--- config.mk ---
export PLATFORM = sky130hd
export DESIGN_NAME = text_writer
export DESIGN_NICKNAME = d
export VERILOG_FILES = /design/src/rtl/text_pkg.sv /design/src/rtl/text_writer.sv
export SDC_FILE = /design/constraint.sdc
export NUM_CORES = 1
export LEC_CHECK = 0
export CAP_MARGIN = 30
export CORE_MARGIN = 5
export CORE_UTILIZATION = 35
export CTS_CLUSTER_SIZE = 16
export DETAILED_ROUTE_END_ITERATION = 6
export MAX_ROUTING_LAYER = met4
export PLACE_DENSITY_LB_ADDON = 0.1
export SKIP_CTS_REPAIR_TIMING = 1
export SYNTH_ARGS = -nofsm -noshare
export SYNTH_HDL_FRONTEND = slang
export SYNTH_SLANG_ARGS = --single-unit
export TNS_END_PERCENT = 50
--- constraint.sdc ---
create_clock -name clk -period 2.2 [get_ports clk]
set_input_delay 0.44 -clock clk [delete_from_list [all_inputs] [get_ports clk]]
set_output_delay 0.44 -clock clk [all_outputs]
set_load 0.03 [all_outputs]
--- src/rtl/text_pkg.sv ---
// Shared character codes and controller state encoding for the text writer.
package text_pkg;

  localparam logic [7:0] CH_BS       = 8'h08;
  localparam logic [7:0] CH_LF       = 8'h0A;
  localparam logic [7:0] CH_FF       = 8'h0C;
  localparam logic [7:0] CH_CR       = 8'h0D;
  localparam logic [7:0] CH_BLANK    = 8'h20;
  localparam logic [7:0] CH_PRINT_LO = 8'h20;
  localparam logic [7:0] CH_PRINT_HI = 8'h7E;

  typedef enum logic [1:0] {
    ST_CLEAR_ALL  = 2'd0,
    ST_IDLE       = 2'd1,
    ST_CLEAR_LINE = 2'd2
  } state_t;

  function automatic logic is_printable(input logic [7:0] b);
    return (b >= CH_PRINT_LO) && (b <= CH_PRINT_HI);
  endfunction

endpackage

--- src/rtl/text_writer.sv ---
// Byte-stream to character-RAM writer with cursor, CR/LF/BS/FF handling and row/screen clears.
// One-cycle write latency after acceptance; in_ready drops for the whole of any clear sequence.
module text_writer
  import text_pkg::*;
#(
  parameter int COLS   = 20,
  parameter int ROWS   = 4,
  parameter int ADDR_W = 7
) (
  input  logic              clk,
  input  logic              rst,
  input  logic [7:0]        in_data,
  input  logic              in_valid,
  output logic              in_ready,
  output logic [ADDR_W-1:0] waddr,
  output logic [7:0]        wdata,
  output logic              write_en,
  output logic [4:0]        cursor_x,
  output logic [1:0]        cursor_y,
  output logic              busy
);

  localparam logic [ADDR_W-1:0] LAST_ALL  = ADDR_W'(COLS * ROWS - 1);
  localparam logic [ADDR_W-1:0] LAST_LINE = ADDR_W'(COLS - 1);
  localparam logic [4:0]        X_LAST    = 5'(COLS - 1);
  localparam logic [1:0]        Y_LAST    = 2'(ROWS - 1);

  state_t              state_q, state_d;
  logic [ADDR_W-1:0]   clr_q, clr_d;
  logic [4:0]          cx_q, cx_d;
  logic [1:0]          cy_q, cy_d;
  logic                we_q, we_d;
  logic [ADDR_W-1:0]   waddr_q, waddr_d;
  logic [7:0]          wdata_q, wdata_d;
  logic                rdy_q, rdy_d;

  logic                accept, printable, at_x_last, at_y_last, row_adv, wrap;
  logic [ADDR_W-1:0]   line_base, cur_addr;

  assign line_base = ADDR_W'(cy_q) * ADDR_W'(COLS);
  assign cur_addr  = line_base + ADDR_W'(cx_q);
  assign accept    = in_valid && rdy_q;
  assign printable = is_printable(in_data);
  assign at_x_last = (cx_q == X_LAST);
  assign at_y_last = (cy_q == Y_LAST);
  assign row_adv   = accept && ((in_data == CH_LF) || (printable && at_x_last));
  assign wrap      = row_adv && at_y_last;

  // State register
  always_ff @(posedge clk) begin
    if (rst) begin
      state_q <= ST_CLEAR_ALL;
    end else begin
      state_q <= state_d;
    end
  end

  // Next-state logic
  always_comb begin
    state_d = state_q;
    case (state_q)
      ST_CLEAR_ALL: begin
        if (clr_q == LAST_ALL) state_d = ST_IDLE;
      end
      ST_CLEAR_LINE: begin
        if (clr_q == LAST_LINE) state_d = ST_IDLE;
      end
      ST_IDLE: begin
        if (accept && (in_data == CH_FF)) state_d = ST_CLEAR_ALL;
        else if (wrap)                    state_d = ST_CLEAR_LINE;
      end
      default: state_d = ST_CLEAR_ALL;
    endcase
  end

  // Cursor, clear counter and write-port next values
  always_comb begin
    cx_d    = cx_q;
    cy_d    = cy_q;
    clr_d   = clr_q;
    we_d    = 1'b0;
    waddr_d = waddr_q;
    wdata_d = wdata_q;
    case (state_q)
      ST_CLEAR_ALL: begin
        we_d    = 1'b1;
        waddr_d = clr_q;
        wdata_d = CH_BLANK;
        clr_d   = (clr_q == LAST_ALL) ? '0 : clr_q + 1'b1;
      end
      ST_CLEAR_LINE: begin
        we_d    = 1'b1;
        waddr_d = line_base + clr_q;
        wdata_d = CH_BLANK;
        clr_d   = (clr_q == LAST_LINE) ? '0 : clr_q + 1'b1;
      end
      ST_IDLE: begin
        clr_d = '0;
        if (accept) begin
          if (row_adv) cy_d = at_y_last ? 2'd0 : cy_q + 2'd1;
          case (in_data)
            CH_CR: cx_d = '0;
            CH_LF: begin
            end
            CH_BS: begin
              if (cx_q != 5'd0) begin
                cx_d    = cx_q - 5'd1;
                we_d    = 1'b1;
                waddr_d = cur_addr - ADDR_W'(1);
                wdata_d = CH_BLANK;
              end
            end
            CH_FF: begin
              cx_d = '0;
              cy_d = '0;
            end
            default: begin
              if (printable) begin
                we_d    = 1'b1;
                waddr_d = cur_addr;
                wdata_d = in_data;
                cx_d    = at_x_last ? 5'd0 : cx_q + 5'd1;
              end
            end
          endcase
        end
      end
      default: begin
      end
    endcase
  end

  // Ready lags the state by one cycle so it only rises once the last clear write is off the port.
  assign rdy_d = (state_q == ST_IDLE) && (state_d == ST_IDLE);

  always_ff @(posedge clk) begin
    if (rst) begin
      clr_q   <= '0;
      cx_q    <= '0;
      cy_q    <= '0;
      we_q    <= 1'b0;
      waddr_q <= '0;
      wdata_q <= CH_BLANK;
      rdy_q   <= 1'b0;
    end else begin
      clr_q   <= clr_d;
      cx_q    <= cx_d;
      cy_q    <= cy_d;
      we_q    <= we_d;
      waddr_q <= waddr_d;
      wdata_q <= wdata_d;
      rdy_q   <= rdy_d;
    end
  end

  // Output logic
  always_comb begin
    in_ready = rdy_q;
    busy     = !rdy_q;
    write_en = we_q;
    waddr    = waddr_q;
    wdata    = wdata_q;
    cursor_x = cx_q;
    cursor_y = cy_q;
  end

endmodule
==> out/qor.csv, run 1 <==
stage;metric;value;unit
critical_path;r2r-end;waddr[5];
critical_path;cp-start-kind;register;
detailed_routing;via_per_inst;5.100;
detailed_routing;vias;2387;
detailed_routing;first_iter_violations;80;
yosys;ys.flop_type;dfxtp_1;
timing;fin_crit_sh;0.9965;
flow_run;maxCapViolations;0;
timing;setup_tns;0;ns
power_and_ir_drop;pwr-share-comb;0.099;
cells_and_area;nets;402;
cts;cts_made_buffers;5;
detailed_routing;totalWireLength;6.832;mm
critical_path;worstPathArrival;2.40;ns
power_and_ir_drop;p_clk_frac;0.436;
cells_and_area;syn_to_final_growth;38.04;%
detailed_routing;drtAntennaViolNets;0;
timing;setup_viol;0;
critical_path;critical_path_class;reg2reg;
die;core;6794;um^2
cts;cts_tree;yes;
yosys;syn_avg_cell_area;8.490;um^2
cells_and_area;stdcell_area;3387;um^2
critical_path;path_delay_family;adder cells;
cts;numClockSinks;33;
timing;fin_skew;0.003545;ns
cells_and_area;diodes;0;
detailed_routing;wire_per_inst;14.60;um
global_routing;grt_max_degree;14;
yosys;synthCells;289;
run_status;status;completed;
timing;fmax;456.1;MHz
yosys;synth-async-reset-ratio;0;
cells_and_area;final_common_cell;buf_4;
min_path;worst_hold_path.endpoint;wdata[7];
global_routing;grt.total_usage;0.1691;
global_routing;globalRouteOverflowTotal;0;
critical_path;critical_path.cell_chain;ha_1 > fa_1 > buf_4 > or3_1 > nor4_2 > xnor2_1 > o31ai_2;
die;die_h;93.73;um
min_path;hold_class;reg2reg;
critical_path;cp-end-kind;register;
timing;hold_viol;0;
yosys;synth-seq-area-share;0.2693;
power_and_ir_drop;vdd_drop_max;169.7;uV
placed_design;dpl_cell_area;3239;um^2
cts;root_buffer;clkbuf_8;
placed_design;place.gp.congestion;0.8421;
power_and_ir_drop;p_int;990.7;uW
critical_path;path_buf_inv;1;
cells_and_area;nFillCells;676;
die;die_x;93.73;um
cts;clk_pin_slew;0.08;ns
critical_path;max_stage_delay;0.48;ns
power_and_ir_drop;sw_frac_of_total;0.2444;
timing;finalWorstSetupSlack;0.007651;ns
yosys;yosys_register_bits;33;
placed_design;dpl.hpwl;5.350;mm
timing;tightest_slew;0.4215;ns
timing;relSlewSlack;0.7190;
cells_and_area;seqCellArea;669.4;um^2
min_path;hold_depth;1;
cts;insertion_delay;0.29;ns
yosys;ys_warn_count;0;
global_routing;grt_pass1_vias;2383;
cells_and_area;drive_above_1_share;0.2339;
timing;hold_slack;0.4491;ns
die;start_util;0.3611;
cts;cts_max_level;2;
critical_path;critPathLaunch;cursor_x[2];
power_and_ir_drop;power_switching;320.4;uW
timing;grt_setup_unrepaired;true;
yosys;syn_nets;320;
cts;max-clock-path-buffers;2;
power_and_ir_drop;pwr-share-seq;0.465;
global_routing;grt_pass1_wl;11.63;mm
die;row_count;30;
global_routing;antenna_found_initial;0;
power_and_ir_drop;p_per_area;387.1;nW/um^2
timing;slew_viol_final;0;
yosys;synth_edf_count;0;
detailed_routing;first_pass_iters;4;
critical_path;r2r_cells;7;
placed_design;pre_cts_ws;-0.2946;ns
critical_path;path_max_fanout;2;
critical_path;worstReg2RegStart;cursor_x[2];
yosys;synth_area;2454;um^2
yosys;ys_types;71;
critical_path;ff2ff_setup_slack;0.008;ns
critical_path;critPathRequiredTime;2.41;ns
detailed_routing;post-route-drc-count;0;
placed_design;portBuffers;35;
die;ios;36;
min_path;min_from;wdata[7];
critical_path;crit_slowest_cell;fa_1;
die;die_area;8784;um^2
power_and_ir_drop;power.leakage;1.355;nW
cells_and_area;final_cell_mix;buf_4, clkdlybuf4s50_1, dfxtp_1;
timing;period_minus_slack;2.192;ns
cells_and_area;multiInputGateArea;1689;um^2
## metrics by stage
stage	util	total power, mW	std cells
after floorplan	-	0.6804	289
after global placement	0.4768	0.7540	459
after detailed placement	0.4768	0.7533	459
after CTS	0.4932	1.334	467
after global routing	0.4985	1.370	468
final	0.4985	1.311	468
## area by class of cell
type	instances	share of cell area
flip-flops and latches	33	0.1976
clock buffers	8	0.03288
inverters	15	0.01662
repair buffers	86	0.2187
multi-input cells	230	0.4987
well taps	96	0.03546
## power by group through the flow
stage               clock network, mW  logic, mW  registers, mW
floorplan                           0     0.0496          0.631
global placement                    0      0.130          0.624
detailed placement                  0      0.129          0.624
CTS                             0.593      0.130          0.610
global route                    0.618      0.141          0.612
finish                          0.572      0.129          0.610
## sequential cells by signal, summed over array words and instances (netlist names)
signal    flops
state_q       2
write_en      1
wdata         8
cursor_x      5
in_ready      1
waddr         7
clr_q         7
cursor_y      2
## cells in the mapped netlist, types with 4 or more instances
master / n / area, um^2
a22o_1: 5 / 43.79
nor3_1: 9 / 45.04
a21oi_1: 17 / 85.08
clkbuf_1: 6 / 22.52
ha_1: 18 / 225.2
nor2_1: 25 / 93.84
o211ai_1: 4 / 30.03
a31oi_1: 5 / 31.28
dfxtp_1: 33 / 660.6
a211oi_1: 5 / 37.54
nand2b_1: 4 / 25.02
nand2_1: 26 / 97.59
o21a_1: 4 / 30.03
xnor2_1: 10 / 87.58
inv_1: 15 / 56.30
o21ai_0: 13 / 65.06
nand3_1: 12 / 60.06
## per-layer routing
metal	global-route usage	vias up	wire length (um)
met5	-	-	0
met4	0.04813	0	129
met3	0.02484	12	185
met2	0.2756	31	3173
met1	0.2183	1106	3344
li1	-	1238	-
## how the worst max path moves through the flow
| stage | endpoint | slack, ns | cells past startpoint |
|---|---|---|---|
| after floorplan | waddr[6] | 0.0007 | 7 |
| after CTS | waddr[6] | -0.13 | 7 |
| after global placement | waddr[6] | -0.24 | 7 |
| final | waddr[5] | 0.008 | 7 |
| after global routing | waddr[5] | -0.05 | 7 |
| after detailed placement | cursor_x[0] | -0.29 | 7 |
## logic make-up (layout without fill, tap and decap cells)
logic type	count (synthesis)	count (layout)	share of synthesized area
adders and majority gates	20	20	0.1081
and+or+nand+nor	110	110	0.2616
buffers and inverters	26	109	0.05303
DFF	33	33	0.2692
muxes	3	3	0.01377
xor gates and xnor gates	12	12	0.04283
AOI/OAI and AO/OA	85	85	0.2514
Power figures use the tool's default switching activity.
==> run 2, diff against run 1 <==
Settings changed: PLACE_DENSITY_LB_ADDON 0.1 to unset.
==> run 2 against run 1 <==
  * Critical path depth unchanged
  * Combinational power is 4% lower
  * Total power down 6.7%
  * Sequential power about the same
  * Critical path type unchanged
  * Largest cell class unchanged
==> out/qor.csv, run 2 (synthesized netlist as in run 1, its figures left out) <==
stage;metric;value;unit
power_and_ir_drop;pwr-share-seq;0.499;
cts;max-clock-path-buffers;2;
timing;period_minus_slack;2.155;ns
cells_and_area;multiInputGateArea;1722;um^2
timing;tightest_slew;0.4817;ns
detailed_routing;first_iter_violations;96;
critical_path;critical_path_class;reg2reg;
critical_path;r2r-end;waddr[5];
cts;root_buffer;clkbuf_8;
global_routing;antenna_found_initial;0;
placed_design;dpl_cell_area;3179;um^2
placed_design;dpl.hpwl;5.096;mm
critical_path;crit_slowest_cell;fa_1;
critical_path;cp-start-kind;register;
power_and_ir_drop;power.leakage;1.290;nW
cells_and_area;syn_to_final_growth;35.65;%
global_routing;grt_max_degree;14;
timing;grt_setup_unrepaired;true;
placed_design;portBuffers;35;
power_and_ir_drop;vdd_drop_max;284.3;uV
detailed_routing;first_pass_iters;4;
cts;cts_made_buffers;5;
cts;insertion_delay;0.29;ns
die;die_x;93.73;um
critical_path;max_stage_delay;0.49;ns
min_path;worst_hold_path.endpoint;wdata[5];
die;row_count;30;
detailed_routing;wire_per_inst;14.09;um
cells_and_area;final_common_cell;buf_4;
critical_path;path_max_fanout;2;
critical_path;worstReg2RegStart;cursor_y[0];
cells_and_area;drive_above_1_share;0.2204;
critical_path;worstPathArrival;2.36;ns
min_path;hold_class;reg2reg;
cells_and_area;diodes;0;
timing;relSlewSlack;0.6789;
detailed_routing;drtAntennaViolNets;0;
global_routing;globalRouteOverflowTotal;0;
power_and_ir_drop;p_int;918.6;uW
die;die_h;93.73;um
timing;fin_crit_sh;0.9795;
timing;fin_skew;0.01287;ns
power_and_ir_drop;p_total;1.224;mW
detailed_routing;totalWireLength;6.468;mm
cells_and_area;nFillCells;660;
timing;fmax;464.1;MHz
timing;slew_viol_final;0;
flow_run;maxCapViolations;0;
detailed_routing;vias;2382;
cts;cts_tree;yes;
run_status;status;completed;
power_and_ir_drop;power_switching;305.3;uW
critical_path;r2r_cells;7;
min_path;min_from;wdata[5];
detailed_routing;post-route-drc-count;0;
power_and_ir_drop;sw_frac_of_total;0.2494;
detailed_routing;via_per_inst;5.190;
timing;setup_viol;0;
cells_and_area;largest_register_ffs;8;
critical_path;cp-end-kind;register;
die;core;6794;um^2
die;die_area;8784;um^2
critical_path;critPathRequiredTime;2.41;ns
timing;hold_slack;0.4534;ns
min_path;hold_depth;2;
power_and_ir_drop;pwr-share-comb;0.101;
critical_path;ff2ff_setup_slack;0.05;ns
global_routing;grt_pass1_wl;10.83;mm
cells_and_area;seqCellArea;669.4;um^2
timing;hold_viol;0;
cts;cts_max_level;2;
cts;clk_pin_slew;0.08;ns
cts;numClockSinks;33;
cells_and_area;final_cell_mix;buf_4, clkdlybuf4s50_1, dfxtp_1;
power_and_ir_drop;p_per_area;367.7;nW/um^2
die;ios;36;
critical_path;critical_path.cell_chain;ha_4 > fa_1 > buf_4 > or3_4 > nor4_4 > xnor2_1 > o31ai_2;
cells_and_area;nets;393;
global_routing;grt_pass1_vias;2220;
die;start_util;0.3611;
cells_and_area;stdcell_area;3328;um^2
cells_and_area;final_util;0.4899;
power_and_ir_drop;p_clk_frac;0.400;
placed_design;place.gp.congestion;0.8988;
global_routing;grt.total_usage;0.1592;
==> run 2: stage by stage <==
stage / setup slack [ns] / instances / TNS (ns)
floorplan: 0.0006657 / 289 / 0
global placement: -0.2447 / 451 / -3.494
detailed placement: -0.2835 / 451 / -4.075
CTS: -0.1116 / 459 / -0.1120
global route: -0.06685 / 459 / -0.1439
finish: 0.04510 / 459 / 0
==> run 2: power by group through the flow <==
stage               combinational (mW)  clock (mW)  sequential, mW
global placement                 0.122           0           0.624
detailed placement               0.123           0           0.624
CTS                              0.124       0.506           0.610
global route                     0.136       0.535           0.612
finish                           0.124       0.489           0.611
floorplan                       0.0496           0           0.631
==> run 2: worst max-delay path, delay by kind of cell, from the launching register on <==
| kind | cells | cell delay [ns] |
|---|---|---|
| buf+inv | 1 | 0.16 |
| xor+xnor | 1 | 0.13 |
| fa+ha+maj | 2 | 0.65 |
| simple gates | 2 | 0.60 |
| compound gates | 1 | 0.17 |
| flops | 1 | 0.36 |
==> run 2: layout make-up <==
cell class,count,share of cell area
sequential,33,0.2011
multi-input combinational,230,0.5173
clock buffer,8,0.02707
tap,96,0.03609
timing repair buffer,77,0.2015
inverter,15,0.01692
==> run 2: worst max path at each step <==
stage / start / to / slack [ns] / cells after the start
CTS: cursor_x[2] / waddr[6] / -0.11 / 7
floorplan: cursor_y[0] / waddr[6] / 0.0007 / 7
finish: cursor_y[0] / waddr[5] / 0.05 / 7
global route: cursor_y[0] / waddr[6] / -0.07 / 7
global placement: in_data[4] / waddr[6] / -0.24 / 7
detailed placement: in_data[4] / cursor_x[0] / -0.28 / 7
==> run 2: routing by layer <==
layer	track usage	wire, um	vias up
met3	0.02965	192	10
met5	-	0	-
li1	-	-	1220
met2	0.2537	3119	36
met1	0.2012	3049	1116
met4	0.05776	106	0
==> run 3, diff against run 2 <==
Settings changed: TNS_END_PERCENT 50 to 10.
==> run 3 against run 2 <==
  * Hold slack is essentially flat
  * Flip-flop and latch count unchanged
  * Register-to-register slack about the same
==> out/qor.csv, run 3 (synthesized netlist as in run 1, its figures left out) <==
stage;metric;value;unit
placed_design;pre_cts_ws;-0.2835;ns
power_and_ir_drop;vdd_drop_max;284.3;uV
global_routing;grt_pass1_wl;10.83;mm
die;ios;36;
timing;relSlewSlack;0.7388;
cts;numClockSinks;33;
global_routing;grt_max_degree;14;
critical_path;path_max_fanout;2;
critical_path;worstPathArrival;2.36;ns
die;die_x;93.73;um
critical_path;r2r-end;waddr[5];
critical_path;ff2ff_setup_slack;0.04;ns
detailed_routing;wire_per_inst;14.18;um
cells_and_area;diodes;0;
detailed_routing;post-route-drc-count;0;
cts;clk_pin_slew;0.08;ns
cts;cts_max_level;2;
cells_and_area;nFillCells;661;
detailed_routing;drtAntennaViolNets;0;
detailed_routing;first_pass_iters;4;
cts;cts_made_buffers;5;
cts;insertion_delay;0.29;ns
timing;slew_viol_final;0;
global_routing;antenna_found_initial;0;
cells_and_area;final_cell_mix;buf_4, clkdlybuf4s50_1, dfxtp_1;
timing;fmax;464.0;MHz
cells_and_area;drive_above_1_share;0.2259;
global_routing;globalRouteOverflowTotal;0;
min_path;min_from;wdata[5];
timing;setup_tns;0;ns
timing;grt_setup_unrepaired;true;
cts;max-clock-path-buffers;2;
die;row_count;30;
die;die_area;8784;um^2
placed_design;dpl.hpwl;5.096;mm
cells_and_area;final_common_cell;buf_4;
detailed_routing;via_per_inst;5.216;
critical_path;cp-end-kind;register;
cells_and_area;seqCellArea;669.4;um^2
cells_and_area;multiInputGateArea;1729;um^2
min_path;hold_class;reg2reg;
critical_path;cp-start-kind;register;
cells_and_area;syn_to_final_growth;35.95;%
detailed_routing;vias;2394;
timing;fin_skew;0.01273;ns
power_and_ir_drop;p_per_area;367.1;nW/um^2
timing;setup_viol;0;
timing;tightest_slew;0.3868;ns
flow_run;maxCapViolations;0;
cts;cts_tree;yes;
critical_path;critPathRequiredTime;2.41;ns
placed_design;portBuffers;35;
detailed_routing;totalWireLength;6.507;mm
min_path;worst_hold_path.endpoint;wdata[5];
power_and_ir_drop;power.leakage;1.290;nW
timing;hold_viol;0;
global_routing;grt.total_usage;0.1592;
timing;finalWorstSetupSlack;0.04495;ns
run_status;status;completed;
min_path;hold_depth;2;
timing;period_minus_slack;2.155;ns
critical_path;r2r_cells;7;
cells_and_area;largest_register_ffs;8;
global_routing;grt_pass1_vias;2220;
die;start_util;0.3611;
cells_and_area;nets;393;
die;core;6794;um^2
cts;root_buffer;clkbuf_8;
die;die_h;93.73;um
timing;fin_crit_sh;0.9796;
placed_design;place.gp.congestion;0.8988;
critical_path;worstReg2RegStart;cursor_y[0];
detailed_routing;first_iter_violations;110;
critical_path;critical_path_class;reg2reg;
[run 3: cell count changes in the layout (fill, tap and decap cells not counted)]
cell / change
a21oi_1: -2
a21oi_2: +2
[run 3: how the worst max path moves through the flow]
stage                 from          end  slack (ns)  cells past startpoint
2_1_floorplan  cursor_y[0]     waddr[6]      0.0007                      7
4_1_cts        cursor_x[2]     waddr[6]       -0.11                      7
3_3_place_gp    in_data[4]     waddr[6]       -0.24                      7
5_1_grt        cursor_y[0]     waddr[6]       -0.07                      7
6_report       cursor_y[0]     waddr[5]        0.04                      7
3_5_place_dp    in_data[4]  cursor_x[0]       -0.28                      7
[run 3: cell type report]
type | instances | share of cell area
Multi-Input combinational cell | 230 | 0.5184
Timing Repair Buffer | 77 | 0.2011
Sequential cell | 33 | 0.2007
Tap cell | 96 | 0.03601
Clock buffer | 8 | 0.02701
Inverter | 15 | 0.01688
[run 3: routing by layer]
metal / GRT usage / vias to the layer above / part of all wire
met2: 0.2537 / 38 / 0.48
met3: 0.02965 / 10 / 0.027
met4: 0.05776 / 0 / 0.016
met5: - / - / 0
met1: 0.2012 / 1126 / 0.47
li1: - / 1220 / -
[run 3: power by group]
group	total [mW]	switching (mW)	leakage, nW	internal, mW
registers	0.611	0.00710	0.269	0.604
clock network	0.489	0.234	0.0455	0.255
logic	0.125	0.0650	0.975	0.0595
[run 3: worst max-delay path, stage by stage (launching register included)]
cell,delay [ns]
dfxtp_4,0.36
ha_4,0.16
fa_1,0.49
buf_4,0.16
or3_4,0.37
nor4_4,0.23
xnor2_1,0.13
o31ai_2,0.17
[run 3: through the flow]
stage	util	instance area [um^2]	instances	total power, mW	hold WS (ns)
5_1_grt	0.4910	3336	459	1.283	0.4695
2_1_floorplan	-	2467	289	0.6804	0.4690
4_1_cts	0.4812	3269	459	1.241	0.4544
6_report	0.4910	3336	459	1.225	0.4532
3_3_place_gp	0.4680	3179	451	0.7468	0.4382
3_5_place_dp	0.4680	3179	451	0.7471	0.4416
